## src/rtl/score_display_pkg.sv

```systemverilog
// Shared types and constants for the sequential score display driver.
// Latency: n/a (types, constants and constant functions only).
// Backpressure: n/a.
//
// Contents: the FSM state enum, the seven-segment glyphs (bit 0 = a, bit 6 = g,
// active-high), a glyph lookup and a power-of-ten helper for the overflow limit.
package score_display_pkg;

    typedef enum logic [1:0] {
        S_IDLE   = 2'd0,
        S_SHIFT  = 2'd1,
        S_COMMIT = 2'd2
    } state_e;

    localparam logic [6:0] SEG_0 = 7'h3F;
    localparam logic [6:0] SEG_1 = 7'h06;
    localparam logic [6:0] SEG_2 = 7'h5B;
    localparam logic [6:0] SEG_3 = 7'h4F;
    localparam logic [6:0] SEG_4 = 7'h66;
    localparam logic [6:0] SEG_5 = 7'h6D;
    localparam logic [6:0] SEG_6 = 7'h7D;
    localparam logic [6:0] SEG_7 = 7'h07;
    localparam logic [6:0] SEG_8 = 7'h7F;
    localparam logic [6:0] SEG_9 = 7'h6F;

    // Non-decimal codes (10..15) render as dark.
    function automatic logic [6:0] seg_enc(input logic [3:0] d);
        logic [6:0] s;
        case (d)
            4'd0:    s = SEG_0;
            4'd1:    s = SEG_1;
            4'd2:    s = SEG_2;
            4'd3:    s = SEG_3;
            4'd4:    s = SEG_4;
            4'd5:    s = SEG_5;
            4'd6:    s = SEG_6;
            4'd7:    s = SEG_7;
            4'd8:    s = SEG_8;
            4'd9:    s = SEG_9;
            default: s = 7'h00;
        endcase
        return s;
    endfunction

    // 10^n as a 64-bit constant; used at elaboration for the saturation limit.
    function automatic logic [63:0] pow10(input int n);
        logic [63:0] r;
        r = 64'd1;
        for (int i = 0; i < n; i++) begin
            r = r * 64'd10;
        end
        return r;
    endfunction

endpackage

```

## src/rtl/bcd_add3.sv

```systemverilog
// Double-dabble correction step: adds 3 to a BCD nibble that is 5 or more.
// Latency: combinational, zero cycles.
// Backpressure: none.
//
// Ports: nib_i - BCD nibble before the shift; nib_o - corrected nibble.
module bcd_add3 (
    input  logic [3:0] nib_i,
    output logic [3:0] nib_o
);

    assign nib_o = (nib_i >= 4'd5) ? (nib_i + 4'd3) : nib_i;

endmodule

```

## src/rtl/seven_seg_decoder_bus.sv

```systemverilog
// One-digit BCD to seven-segment decoder with an output enable.
// Latency: combinational, zero cycles.
// Backpressure: none.
//
// Ports: D - BCD digit; En - enable, segments all off when low;
//        Seg - segments a..g on bits 0..6, active-high.
module seven_seg_decoder_bus
    import score_display_pkg::*;
(
    input  logic [3:0] D,
    input  logic       En,
    output logic [6:0] Seg
);

    assign Seg = En ? seg_enc(D) : 7'h00;

endmodule

```

## src/rtl/score_display_seq.sv

```systemverilog
// Serial binary-to-decimal score display driver (double-dabble, 1 bit/clock).
// Latency: Load accepted at edge t -> Done and new Segments in cycle t+WIDTH+2.
// Backpressure: Load outside IDLE is dropped (Busy high); nothing is queued.
//
// Ports: Clock, CLRN (async active-low reset), X (score, sampled on accepted
//        Load), Load, Display (combinational blank-all), Busy, Done (1-cycle
//        pulse on display update), Overflow (committed value saturated),
//        Segments (7 bits per digit, digit 0 in the low bits).
module score_display_seq
    import score_display_pkg::*;
#(
    parameter int WIDTH    = 13,
    parameter int DIGITS   = 4,
    parameter bit BLANK_LZ = 1'b1
) (
    input  logic                  Clock,
    input  logic                  CLRN,
    input  logic [WIDTH-1:0]      X,
    input  logic                  Load,
    input  logic                  Display,
    output logic                  Busy,
    output logic                  Done,
    output logic                  Overflow,
    output logic [7*DIGITS-1:0]   Segments
);

    localparam int          BW    = 4 * DIGITS;
    localparam int          CW    = (WIDTH > 1) ? $clog2(WIDTH) : 1;
    localparam logic [63:0] LIMIT = pow10(DIGITS);

    state_e             state_q, state_d;
    logic [WIDTH-1:0]   bin_q, bin_d;    // binary bits still to shift in
    logic [WIDTH-1:0]   x_q, x_d;        // captured score for the overflow test
    logic [BW-1:0]      bcd_q, bcd_d;    // working BCD accumulator
    logic [BW-1:0]      bcd_adj;         // accumulator after add-3 correction
    logic [BW-1:0]      disp_q, disp_d;  // digits currently displayed
    logic [CW-1:0]      cnt_q, cnt_d;
    logic               ovf_q, ovf_d;
    logic               done_q, done_d;
    logic [DIGITS-1:0]  blank;

    // Per-nibble add-3 correction, applied before every shift.
    for (genvar g = 0; g < DIGITS; g++) begin : g_add3
        bcd_add3 u_add3 (
            .nib_i (bcd_q[4*g +: 4]),
            .nib_o (bcd_adj[4*g +: 4])
        );
    end

    always_comb begin
        state_d = state_q;
        bin_d   = bin_q;
        x_d     = x_q;
        bcd_d   = bcd_q;
        disp_d  = disp_q;
        cnt_d   = cnt_q;
        ovf_d   = ovf_q;
        done_d  = 1'b0;
        case (state_q)
            S_IDLE: begin
                if (Load) begin
                    bin_d   = X;
                    x_d     = X;
                    bcd_d   = '0;
                    cnt_d   = CW'(WIDTH - 1);
                    state_d = S_SHIFT;
                end
            end
            S_SHIFT: begin
                {bcd_d, bin_d} = {bcd_adj[BW-2:0], bin_q, 1'b0};
                if (cnt_q == '0) begin
                    state_d = S_COMMIT;
                end else begin
                    cnt_d = cnt_q - CW'(1);
                end
            end
            S_COMMIT: begin
                // Out-of-range scores saturate to all nines; the accumulator
                // has lost its top digits by then and is not meaningful.
                if (64'(x_q) >= LIMIT) begin
                    disp_d = {DIGITS{4'h9}};
                    ovf_d  = 1'b1;
                end else begin
                    disp_d = bcd_q;
                    ovf_d  = 1'b0;
                end
                done_d  = 1'b1;
                state_d = S_IDLE;
            end
            default: begin
                state_d = S_IDLE;
            end
        endcase
    end

    always_ff @(posedge Clock or negedge CLRN) begin
        if (!CLRN) begin
            state_q <= S_IDLE;
            bin_q   <= '0;
            x_q     <= '0;
            bcd_q   <= '0;
            disp_q  <= '0;
            cnt_q   <= '0;
            ovf_q   <= 1'b0;
            done_q  <= 1'b0;
        end else begin
            state_q <= state_d;
            bin_q   <= bin_d;
            x_q     <= x_d;
            bcd_q   <= bcd_d;
            disp_q  <= disp_d;
            cnt_q   <= cnt_d;
            ovf_q   <= ovf_d;
            done_q  <= done_d;
        end
    end

    // Leading-zero blanking: digit i (i > 0) goes dark when it and every
    // digit above it are zero. Never applied to a saturated display.
    always_comb begin
        logic hi_zero;
        blank   = '0;
        hi_zero = 1'b1;
        for (int i = DIGITS - 1; i >= 1; i--) begin
            hi_zero  = hi_zero && (disp_q[4*i +: 4] == 4'd0);
            blank[i] = BLANK_LZ && !ovf_q && hi_zero;
        end
    end

    for (genvar g = 0; g < DIGITS; g++) begin : g_dec
        seven_seg_decoder_bus u_dec (
            .D   (disp_q[4*g +: 4]),
            .En  (Display & ~blank[g]),
            .Seg (Segments[7*g +: 7])
        );
    end

    assign Busy     = (state_q != S_IDLE);
    assign Done     = done_q;
    assign Overflow = ovf_q;

endmodule

```

## config.mk

```make
export PLATFORM = sky130hd
export DESIGN_NAME = score_display_seq
export DESIGN_NICKNAME = d
export VERILOG_FILES = /design/src/rtl/score_display_pkg.sv /design/src/rtl/bcd_add3.sv /design/src/rtl/seven_seg_decoder_bus.sv /design/src/rtl/score_display_seq.sv
export SDC_FILE = /design/constraint.sdc
export NUM_CORES = 1
export LEC_CHECK = 0
export BUFFER_PORTS_ARGS = -buffer_cell sky130_fd_sc_hd__clkbuf_2
export CAP_MARGIN = 20
export CORE_MARGIN = 8
export CORE_UTILIZATION = 45
export CTS_BUF_LIST = sky130_fd_sc_hd__clkbuf_4 sky130_fd_sc_hd__clkbuf_8 sky130_fd_sc_hd__clkbuf_16
export DETAILED_ROUTE_END_ITERATION = 8
export PLACE_DENSITY = 0.77
export SYNTH_ARGS = -nofsm -noshare
export SYNTH_HDL_FRONTEND = slang
export SYNTH_HIERARCHICAL = 1
export SYNTH_SLANG_ARGS = --single-unit
```

## constraint.sdc

```tcl
create_clock -name Clock -period 1.5 [get_ports Clock]
set_input_delay 0.15 -clock Clock [delete_from_list [all_inputs] [get_ports Clock]]
set_output_delay 0.15 -clock Clock [all_outputs]
set_load 0.05 [all_outputs]
```

==> run_results.csv <==
group,metric,value,unit
floorplanning,die_y,103,um
global_routing,grt_start_max_net_pins,53,
detailed_routing,drc,0,
place,io_buffer_count,46,
setup_path,arrival,1980,ps
place,gp_congestion,0.802,
clocking,htree_num_levels,2,
cells_and_area,antennaDiodeCount,0,
worst_hold_path,hold_class,"in2reg",
pwr,p_leak,2.36,nW
clocking,cts_buffers,5,
cells_and_area,drive_gt1_frac,0.471,
synth,syn-num-nets,406,
timing,setup-violations-final,28,
place,pre_cts_slack,-368,ps
floorplanning,placementRows,32,
cells_and_area,areaGrowthSynthToFinish,53.1,%
timing,rsz0062_at_grt,"yes",
timing,max_freq,469,MHz
floorplanning,die-area,10700,um2
clocking,path_clk_slew,90,ps
synth,netlist_area,3430,um2
setup_path,worstPathMaxFanout,6,
timing,period_needed,2130,ps
setup_path,crit_required,1350,ps
setup_path,critPathSlowestCell,"or4_4",
clocking,cts_buffer_depth,2,
setup_path,end_kind,"output pin",
timing,setup_ws,-632,ps
run_status,violations,"negative setup slack",
floorplanning,core_area,7570,um2
pwr,power_density,2400,nW/um2
global_routing,antenna_found_initial,0,
global_routing,grt_overflow,0,
cells_and_area,nets,508,
synth,syn_area_per_cell,9.52,um2
clocking,insertion_delay,310,ps
detailed_routing,wl_per_cell,16.9,um
detailed_routing,routed_wirelength,9540,um
setup_path,startpoint_type,"register",
synth,synth_warnings,6,
cells_and_area,final_util,0.694,
detailed_routing,drt_iter0_markers,66,
place,dpl.hpwl,5510,um
run_status,status,"finished, violations left",
detailed_routing,vias_per_cell,5.35,
cells_and_area,regArea,1310,um2
setup_path,worstSetupPathType,"reg2out",
clocking,clkSinkCount,52,
global_routing,grt_pass1_wl,14200,um
clocking,root_buffer,"clkbuf_8",
cells_and_area,n_fill_cell,496,
floorplanning,initial_core_util,0.453,
timing,final-hold-violation-count,0,
cells_and_area,multiInputGateArea,2420,um2
timing,fin_crit_sh,1.42,
clocking,tritoncts,"built",
timing,fin_skew,11.6,ps
synth,synth_cells,360,
setup_path,crit_chain,"or4_4, o21a_4, or3b_4, o21ai_4, buf_8",
detailed_routing,dr.pass1.iters,5,
detailed_routing,via_count,3021,
detailed_routing,drtAntennaViolNets,0,
setup_path,slowest_delay,540,ps
global_routing,grt_use_total,0.164,
pwr,ir_worst_vdd,875,uV
floorplanning,num_io_pins,48,
floorplanning,die_width,103,um
job,drv_cap,0,
timing,slew_violations,0,
global_routing,grt_pass1_vias,3068,
what timing repair did:
item | CTS | global route
hold buffers | 1 | 0
buffers inserted | 16 | 11
resized for setup | 108 | 62
endpoints found under the hold margin | 52 | 0
pin swaps | 17 | 18
setup endpoints to repair | 29 | 36
gates cloned | 0 | 0
stage by stage:
stage / total power, mW / setup TNS, ps / area (um2) / hold slack [ps] / instances
after floorplan: 7.40 / -828 / 3600 / -146 / 360
after global placement: 8.92 / -3060 / 4240 / 166 / 529
after detailed placement: 9.19 / -3730 / 4240 / 167 / 529
after CTS: 11.5 / -11480 / 4960 / 106 / 554
after global routing: 13.3 / -13120 / 5250 / 114 / 565
final: 12.6 / -11720 / 5250 / 112 / 565
placed cells by master, fill, tap and decap left out, drive strengths merged:
| cell type | count |
|---|---|
| buf | 93 |
| dfrtp | 52 |
| o21ai | 37 |
| nand2 | 36 |
| ha | 29 |
| inv | 27 |
| clkbuf | 25 |
| a22o | 16 |
| a22oi | 16 |
| mux2 | 16 |
| a21oi | 16 |
| nand2b | 15 |
| nor2 | 11 |
| mux2i | 10 |
| o21a | 10 |
| nor2b | 10 |
| xnor2 | 7 |
| nand3 | 7 |
| nor3 | 4 |
| or3b | 3 |
| and2 | 3 |
| or3 | 2 |
| nor4 | 2 |
| or4 | 2 |
| and2b | 2 |
| nor3b | 2 |
| or2 | 1 |
| nand4b | 1 |
| o21bai | 1 |
| o41ai | 1 |
| a32o | 1 |
| conb | 1 |
| clkinv | 1 |
| a211oi | 1 |
| clkinvlp | 1 |
| dlygate4sd3 | 1 |
report_power, final:
group          internal, mW  switching, mW
Clock                 0.398          0.470
Combinational          4.31           4.85
Sequential             1.96          0.580
worst paths after layout:
check,from,to,slack [ps],depth (start not counted)
max,disp_q[7]$_DFFE_PN0P_,Segments[12],-630,5
max reg2reg,cnt_q[1]$_DFFE_PN0P_,cnt_q[0]$_DFFE_PN0P_,60,6
min reg2reg,bin_q[2]$_DFFE_PN0P_,bin_q[2]$_DFFE_PN0P_,490,2
max in group asynchronous,CLRN,disp_q[5]$_DFFE_PN0P_,880,3
min in group asynchronous,CLRN,cnt_q[3]$_DFFE_PN0P_,370,3
min,X[0],bin_q[0]$_DFFE_PN0P_,110,2
layer usage:
metal	part of all wire	up-vias	wire (um)	track usage
met5	0	-	0	0
met4	0.014	0	138	0.0367
met3	0.037	13	355	0.0281
met2	0.52	68	4960	0.291
met1	0.43	1491	4080	0.202
li1	-	1449	-	-
registers in the layout (all words and copies together), names as in the netlist:
| name | cells |
|---|---|
| Done | 1 |
| bcd_q | 16 |
| bin_q | 13 |
| cnt_q | 4 |
| disp_q | 16 |
| state_q | 2 |
worst max-delay path, delay by kind of cell (launching register included):
| kind | cells | cell delay (ps) |
|---|---|---|
| AOI/OAI and AO/OA | 2 | 320 |
| buffers and inverters | 1 | 160 |
| and+or+nand+nor | 2 | 810 |
| DFF | 1 | 400 |
area by class of cell:
cell class                      instances  share of cell area
Sequential cell                        52               0.250
Clock inverter                          1             0.00167
Clock buffer                            7              0.0172
Timing Repair Buffer                  112               0.222
Multi-Input combinational cell        263               0.461
Inverter                               28              0.0231
Tap cell                              102              0.0243
(Power assumes the default switching activity.)
